<file path="src/rtl/issue_sequencer.sv">
// -----------------------------------------------------------------------------
// issue_sequencer
// Single-issue front-end sequencer for the Nebula RV32 core. Holds a two-stage
// pipeline between fetch and execute:
//   D stage : instruction presented to the registered instruction_decoder
//   I stage : instruction decoded by the decoder and awaiting issue
// It stalls FENCE until all outstanding memory operations drain, and it limits
// in-flight memory operations to MEM_MAX. On an illegal instruction it freezes
// the pipeline and holds a trap until flush.
//
// Ports
//   clk, n_rst              : clock, asynchronous active-low reset
//   f_valid/f_inst/f_pc     : fetch offer;  f_ready : D stage can accept
//   dec_instruction         : D-stage instruction to the decoder
//   dec_n_irdy              : active-low "D stage holds a valid instruction"
//   dec_n_stall             : active-low decoder hold
//   dec_inst_type/dec_fence/dec_n_bad_inst : decoder results for the I stage
//   ex_ready                : execute accepts this cycle
//   issue_valid/issue_pc    : I-stage instruction offered to execute
//   mem_done                : one memory operation completed
//   flush                   : redirect, empties the pipeline
//   trap/trap_pc            : illegal-instruction trap pending and its PC
//   fence_busy              : waiting for memory operations before a FENCE
//   mem_cnt                 : outstanding memory operations
// -----------------------------------------------------------------------------
module issue_sequencer #(
   parameter int unsigned MEM_MAX = 7
) (
   input  logic                           clk,
   input  logic                           n_rst,
   input  logic                           f_valid,
   input  logic [31:0]                    f_inst,
   input  logic [31:0]                    f_pc,
   output logic                           f_ready,
   output logic [31:0]                    dec_instruction,
   output logic                           dec_n_irdy,
   output logic                           dec_n_stall,
   input  logic [3:0]                     dec_inst_type,
   input  logic                           dec_fence,
   input  logic                           dec_n_bad_inst,
   input  logic                           ex_ready,
   output logic                           issue_valid,
   output logic [31:0]                    issue_pc,
   input  logic                           mem_done,
   input  logic                           flush,
   output logic                           trap,
   output logic [31:0]                    trap_pc,
   output logic                           fence_busy,
   output logic [$clog2(MEM_MAX+1)-1:0]   mem_cnt
);

   localparam int unsigned CW = $clog2(MEM_MAX + 1);
   localparam int unsigned XW = 32;

   typedef enum logic [1:0] {
      S_RUN         = 2'd0,
      S_FENCE_DRAIN = 2'd1,
      S_TRAP        = 2'd2
   } state_e;

   state_e          state_q,    state_d;
   logic            ir_valid_q, ir_valid_d;
   logic [XW-1:0]   ir_inst_q,  ir_inst_d;
   logic [XW-1:0]   ir_pc_q,    ir_pc_d;
   logic            i_valid_q,  i_valid_d;
   logic [XW-1:0]   i_pc_q,     i_pc_d;
   logic [XW-1:0]   trap_pc_q,  trap_pc_d;
   logic [CW-1:0]   mem_cnt_q,  mem_cnt_d;

   logic is_mem;
   logic cnt_zero;
   logic cnt_full;
   logic issue_ok;
   logic fire;
   logic advance;
   logic f_ready_c;
   logic accept;
   logic cnt_inc;
   logic cnt_dec;

   // Only the memory bit of the decoder type vector matters here.
   logic unused_inst_type;
   assign unused_inst_type = ^dec_inst_type[3:1];

   // Issue gating and pipeline handshake.
   always_comb begin
      is_mem    = dec_inst_type[0];
      cnt_zero  = (mem_cnt_q == '0);
      cnt_full  = (mem_cnt_q == CW'(MEM_MAX));
      // A FENCE waits for memory to drain; a load/store waits for a free slot.
      issue_ok  = i_valid_q
                & (state_q == S_RUN)
                & dec_n_bad_inst
                & ~(dec_fence & ~cnt_zero)
                & ~(is_mem & cnt_full);
      fire      = issue_ok & ex_ready;
      advance   = (state_q != S_TRAP) & (~i_valid_q | fire);
      f_ready_c = ~flush & (~ir_valid_q | advance);
      accept    = f_valid & f_ready_c;
      cnt_inc   = fire & is_mem;
      // A completion with nothing outstanding is ignored.
      cnt_dec   = mem_done & ~cnt_zero;
   end

   // Next-state logic for the pipeline registers, counter and FSM.
   always_comb begin
      state_d    = state_q;
      ir_valid_d = ir_valid_q;
      ir_inst_d  = ir_inst_q;
      ir_pc_d    = ir_pc_q;
      i_valid_d  = i_valid_q;
      i_pc_d     = i_pc_q;
      trap_pc_d  = trap_pc_q;
      mem_cnt_d  = mem_cnt_q;

      // Counter keeps running through flush: issued operations still complete.
      unique case ({cnt_inc, cnt_dec})
         2'b10:   mem_cnt_d = mem_cnt_q + CW'(1);
         2'b01:   mem_cnt_d = mem_cnt_q - CW'(1);
         default: mem_cnt_d = mem_cnt_q;
      endcase

      if (flush) begin
         ir_valid_d = 1'b0;
         i_valid_d  = 1'b0;
         state_d    = S_RUN;
      end else begin
         if (advance) begin
            i_valid_d = ir_valid_q;
            i_pc_d    = ir_pc_q;
         end

         // D refills from fetch whenever it is free or moving on.
         if (accept) begin
            ir_valid_d = 1'b1;
            ir_inst_d  = f_inst;
            ir_pc_d    = f_pc;
         end else if (advance) begin
            ir_valid_d = 1'b0;
         end

         unique case (state_q)
            S_RUN: begin
               if (i_valid_q & ~dec_n_bad_inst) begin
                  state_d   = S_TRAP;
                  trap_pc_d = i_pc_q;
               end else if (i_valid_q & dec_fence & ~cnt_zero) begin
                  state_d = S_FENCE_DRAIN;
               end
            end
            S_FENCE_DRAIN: begin
               // Leave on the edge where the count reaches zero, so the fence
               // issues in the very next cycle.
               if (mem_cnt_d == '0) state_d = S_RUN;
            end
            S_TRAP: begin
               state_d = S_TRAP;
            end
            default: begin
               state_d = S_RUN;
            end
         endcase
      end
   end

   // State registers.
   always_ff @(posedge clk or negedge n_rst) begin
      if (!n_rst) begin
         state_q    <= S_RUN;
         ir_valid_q <= 1'b0;
         ir_inst_q  <= '0;
         ir_pc_q    <= '0;
         i_valid_q  <= 1'b0;
         i_pc_q     <= '0;
         trap_pc_q  <= '0;
         mem_cnt_q  <= '0;
      end else begin
         state_q    <= state_d;
         ir_valid_q <= ir_valid_d;
         ir_inst_q  <= ir_inst_d;
         ir_pc_q    <= ir_pc_d;
         i_valid_q  <= i_valid_d;
         i_pc_q     <= i_pc_d;
         trap_pc_q  <= trap_pc_d;
         mem_cnt_q  <= mem_cnt_d;
      end
   end

   // Output mapping.
   assign f_ready         = f_ready_c;
   assign dec_instruction = ir_inst_q;
   assign dec_n_irdy      = ~ir_valid_q;
   assign dec_n_stall     = advance;
   assign issue_valid     = issue_ok;
   assign issue_pc        = i_pc_q;
   assign trap            = (state_q == S_TRAP);
   assign trap_pc         = trap_pc_q;
   assign fence_busy      = (state_q == S_FENCE_DRAIN);
   assign mem_cnt         = mem_cnt_q;

endmodule

</file>
<file path="config.mk">
export PLATFORM = sky130hd
export DESIGN_NAME = issue_sequencer
export DESIGN_NICKNAME = d
export VERILOG_FILES = /design/src/rtl/issue_sequencer.sv
export SDC_FILE = /design/constraint.sdc
export NUM_CORES = 1
export LEC_CHECK = 0
export BUFFER_PORTS_ARGS = -buffer_cell sky130_fd_sc_hd__buf_2
export CAP_MARGIN = 10
export CORE_ASPECT_RATIO = 1.25
export CORE_MARGIN = 2
export CORE_UTILIZATION = 54
export DETAILED_ROUTE_END_ITERATION = 8
export PLACE_DENSITY = 0.93
export SYNTH_ARGS = -nofsm -noshare
export SYNTH_HDL_FRONTEND = slang
export SYNTH_SLANG_ARGS = --single-unit
</file>
<file path="constraint.sdc">
create_clock -name clk -period 5.55 [get_ports clk]
set_input_delay 1.11 -clock clk [delete_from_list [all_inputs] [get_ports clk]]
set_output_delay 1.11 -clock clk [all_outputs]
set_load 0.02 [all_outputs]
</file>
==> Yosys cells after proc, flatten, opt, wreduce, memory -nomap -nowiden <==
Index checks and enable logic that the tools add are counted.
{ "op_classes": {"addsub": 2, "eq_ne": 8, "muxes": 11, "n_bitwise": 24, "reduce_logical": 9} }
{ "op_table": {"columns": ["cell", "count"], "rows": [
  ["1-bit AND", 15],
  ["2-bit 2-to-1 mux", 4],
  ["1-bit inverter", 7],
  ["3-bit zero test", 2],
  ["2-bit one-hot mux with 3 select lines", 1],
  ["3-bit one-hot mux with 2 select lines", 1],
  ["2-bit AND reduction", 3],
  ["1-bit 2-to-1 mux", 5],
  ["2-bit by 1-bit == test with 1-bit output (second input constant)", 2],
  ["2-bit == test (second input constant)", 2],
  ["4-bit by 2-bit inequality test with 1-bit output (second input constant)", 1],
  ["3-bit by 1-bit adder with 3-bit output (second input constant)", 1],
  ["3-bit == test (second input constant)", 1],
  ["3-bit by 2-bit inequality test with 1-bit output (second input constant)", 1],
  ["3-bit AND reduction", 1],
  ["3-bit nonzero test", 1],
  ["3-bit by 1-bit subtractor with 3-bit output (second input constant)", 1],
  ["2-bit zero test", 1],
  ["2-bit inequality test (second input constant)", 1],
  ["1-bit OR", 2],
  ["2-bit nonzero test", 1]
]} }
{ "word_totals": {"ff_bits": 135, "in_bits": 76} }

==> Longest topological paths before layout <==
{ "logic_depth": {"ltp_word": 14, "depth_mapped": 10} }

==> Worst setup path after synthesis <==
Ideal clock, no wire load.
{ "synth_timing": {"kind": "input port to output port", "startpoint": "input port dec_n_bad_inst", "endpoint": "output port f_ready", "arrival_ps": 1926, "setup_slack_ps": 2514, "cell_stages": 3, "n_path_buf": 0, "path_cell_list": "and4bb_2 nand4_1 a21oi_1"} }
{ "synth_between": {"elab_chain_len": 8} }
{ "synth_rtl": {"columns": ["element", "line_no", "source"], "rows": [
  ["start: declaration", "40", "input logic dec_n_bad_inst,"],
  ["1-bit AND", "93", "& dec_n_bad_inst"],
  ["1-bit AND", "94", "& ~(dec_fence & ~cnt_zero)"],
  ["1-bit AND", "95", "& ~(is_mem & cnt_full);"],
  ["1-bit AND", "96", "fire = issue_ok & ex_ready;"],
  ["1-bit OR", "97", "advance = (state_q != S_TRAP) & (~i_valid_q | fire);"],
  ["1-bit AND", "97", null],
  ["1-bit OR", "98", "f_ready_c = ~flush & (~ir_valid_q | advance);"],
  ["1-bit AND", "98", null],
  ["end: declaration", "34", "output logic f_ready,"]
]} }
Every way passes these cells.

==> Worst setup path after layout <==
Same ends and word-level chain as after synthesis.

==> metrics.md <==
| Metric | Value |
|---|---|
| Outcome | `completed` |
| WP data required | `4440 ps` |
| Gate Count Post-Synth | `324` |
| Register area share after synthesis | `0.6435` |
| Initial antenna violation count | `0` |
| Max cap viols | `0` |
| CTS Sinks | `135` |
| Ys async rst share | `1.000` |
| Final ANT Viol Nets | `0` |
| Worst slew pin tran | `1029 ps` |
| Die Height | `114.2 µm` |
| Clock tree buffer depth | `2` |
| Die area | `0.01053 mm²` |
| Die X | `92.19 µm` |
| Syn_nets | `402` |
| Largest net degree at the start of global routing | `87` |
| Fraction of layout instances using a drive strength above 1 | `0.6482` |
| Clock latency on the worst-skew pair | `400 ps` |
| Final min period | `3234 ps` |
| Post-DP Area | `0.006240 mm²` |
| Final Core Density | `0.7161` |
| Final hold slack | `489.5 ps` |
| Detailed-route via count | `3347` |
| Port bufs | `177` |
| HP Class | `reg -> reg` |
| Setup TNS | `0 ps` |
| Layout area overhead | `30.39%` |
| Vias in the first global route | `3550` |
| Pleak | `3.304 nW` |
| PostCTS Resize Cnt | `0` |
| Ys Warns | `0` |
| Post-DP HPWL | `7530 µm` |
| Gr usage total | `0.2112` |
| Final RePlAce weighted congestion | `0.7677` |
| Iter 0 DRT Violations | `78` |
| Gr ovfl total | `0` |
| # rows | `40` |
| Worst-path clk slew | `50 ps` |
| Routed length per instance | `16.33 µm` |
| Fin crit share | `0.5827` |
| Worst IR Drop VDD | `0.0002489 V` |
| Register area | `0.003378 mm²` |
| DRC violations left | `0` |
| Synth Area per Inst | `16.20 µm²` |
| CTS root buffer | `clkbuf_16` |
| Synth unique cells | `33` |
| N_diodes | `0` |
| Slew headroom | `0.3139` |
| Number of top-level pins | `181` |
| Number of setup buffers added after CTS | `0` |
| Max Fclk | `309.2 MHz` |
| CP Launch Type | `primary input` |
| CTS Hold Bufs | `0` |
| Worst path arrival time | `2120 ps` |
| RSZ-0062 raised after global routing | `false` |
| DR pass1 iterations | `4` |
| CTS tree | `built` |
| Starting density of the core | `0.5492` |
| Vias per cell | `5.157` |
| Nets | `590` |
| Synthesized area | `0.005250 mm²` |
| Slew Limit Fails | `0` |
| # setup viols final | `0` |
| Routed wire length | `10600 µm` |
| Critical path type | `in -> out` |
| Cts bufs inserted | `17` |
| Number of synthesized flops with an enable pin | `0` |
| CP Capture Type | `output port` |
| #FFs+latches synth | `135` |
| Core Box Area | `0.009559 mm²` |
| Hold Violations, Final | `0` |
| H-tree depth | `4` |
| First-pass GRT wire length | `16990 µm` |
| Skew final | `6.785 ps` |
| Crit-path max FO | `5` |
| Post-synth top flop | `dfrtp_1` |
| Post-layout instance area | `0.006845 mm²` |
| FILL cells | `621` |
| Footprint of the multi-input gates | `0.001752 mm²` |
| P per Cell Area | `525.2 mW/mm²` |
worst paths after layout:
check | slack [ps] | from | endpoint | cells past startpoint
worst max-delay path | 2320 | dec_n_bad_inst | f_ready | 5
min in group asynchronous | 890 | n_rst | trap_pc[7] | 1
worst min register to register | 490 | dec_instruction[15] | dec_instruction[15] | 1
max in group asynchronous | 3420 | n_rst | ir_pc_q[16] | 2
worst min-delay path | 490 | dec_instruction[15] | dec_instruction[15] | 1
worst max register to register | 2870 | mem_cnt[0] | state_q[0] | 10
layer usage:
metal  wire [µm]  global-route usage  share of wire
met5           0                   0              0
met4         156             0.09751          0.015
met3         630             0.06715          0.059
met2        5720              0.3652           0.54
met1        4092              0.2391           0.39
metrics by stage:
stage	total power [mW]	instances	worst slack, ps
final	3.595	649	2316
after detailed placement	2.493	619	2224
after CTS	3.634	649	2335
after global routing	3.767	649	2255
after global placement	2.432	619	2333
after floorplan	2.097	324	2514
critical path, stage by stage:
cell	delay (ps)
buf_2	130
and4bb_2	250
nand4_1	240
a21oi_1	210
buf_2	180
layout make-up:
class / instances / share of cell area
tap: 126 / 0.02303
clock inverter: 8 / 0.01773
inverter: 7 / 0.003838
multi-input combinational: 169 / 0.2559
clock buffer: 22 / 0.07074
sequential: 135 / 0.4935
timing repair buffer: 182 / 0.1353
cell families (layout without fill, tap and decap cells):
logic type / count (synthesis) / after routing / share of synthesized area
AND/OR/NAND/NOR: 24 / 24 / 0.02693
adder cells (fa/ha/maj): 2 / 2 / 0.006196
AO/OA/AOI/OAI: 10 / 10 / 0.01740
buffers and inverters: 20 / 219 / 0.02288
XOR/XNOR: 4 / 4 / 0.006674
flip-flops: 135 / 135 / 0.6435
multiplexers: 129 / 129 / 0.2765
power by group:
group | total [mW] | switching (mW) | internal (mW) | leakage, nW
Combinational | 1.01 | 0.578 | 0.436 | 1.40
Sequential | 1.46 | 0.184 | 1.27 | 1.61
Clock | 1.13 | 0.379 | 0.747 | 0.298
state kept, by name, summed over array words and instances (netlist names):
name and cells:
dec_instruction 32, ir_pc_q 32, issue_pc 32, trap_pc 32
mem_cnt 3, state_q 2, i_valid_q 1, ir_valid_q 1
cells in the final DEF, fill, tap and decap left out, types with 2 or more instances in the layout:
master and n:
bufinv_16 3, inv_1 7, buf_2 176, clkinv_2 3, xor2_1 3, mux2_1 4, mux2_2 124, nor3_1 4
nor2_1 6, clkbuf_8 4, a21oi_1 4, nor2b_1 2, clkbuf_16 17, buf_4 6, dfrtp_1 135, nand4_1 2
nand4b_1 2
cells in the mapped netlist, types with 3 or more instances:
cell type  number  area share
dfrtp_1       135        0.64
mux2_2        124        0.27
inv_1           7      0.0050
buf_4           6      0.0086
nor2_1          6      0.0043
a21oi_1         4      0.0038
mux2_1          4      0.0086
nor3_1          4      0.0038
buf_1           3      0.0021
buf_6           3      0.0064
xor2_1          3      0.0050
(Power assumes the default switching activity.)
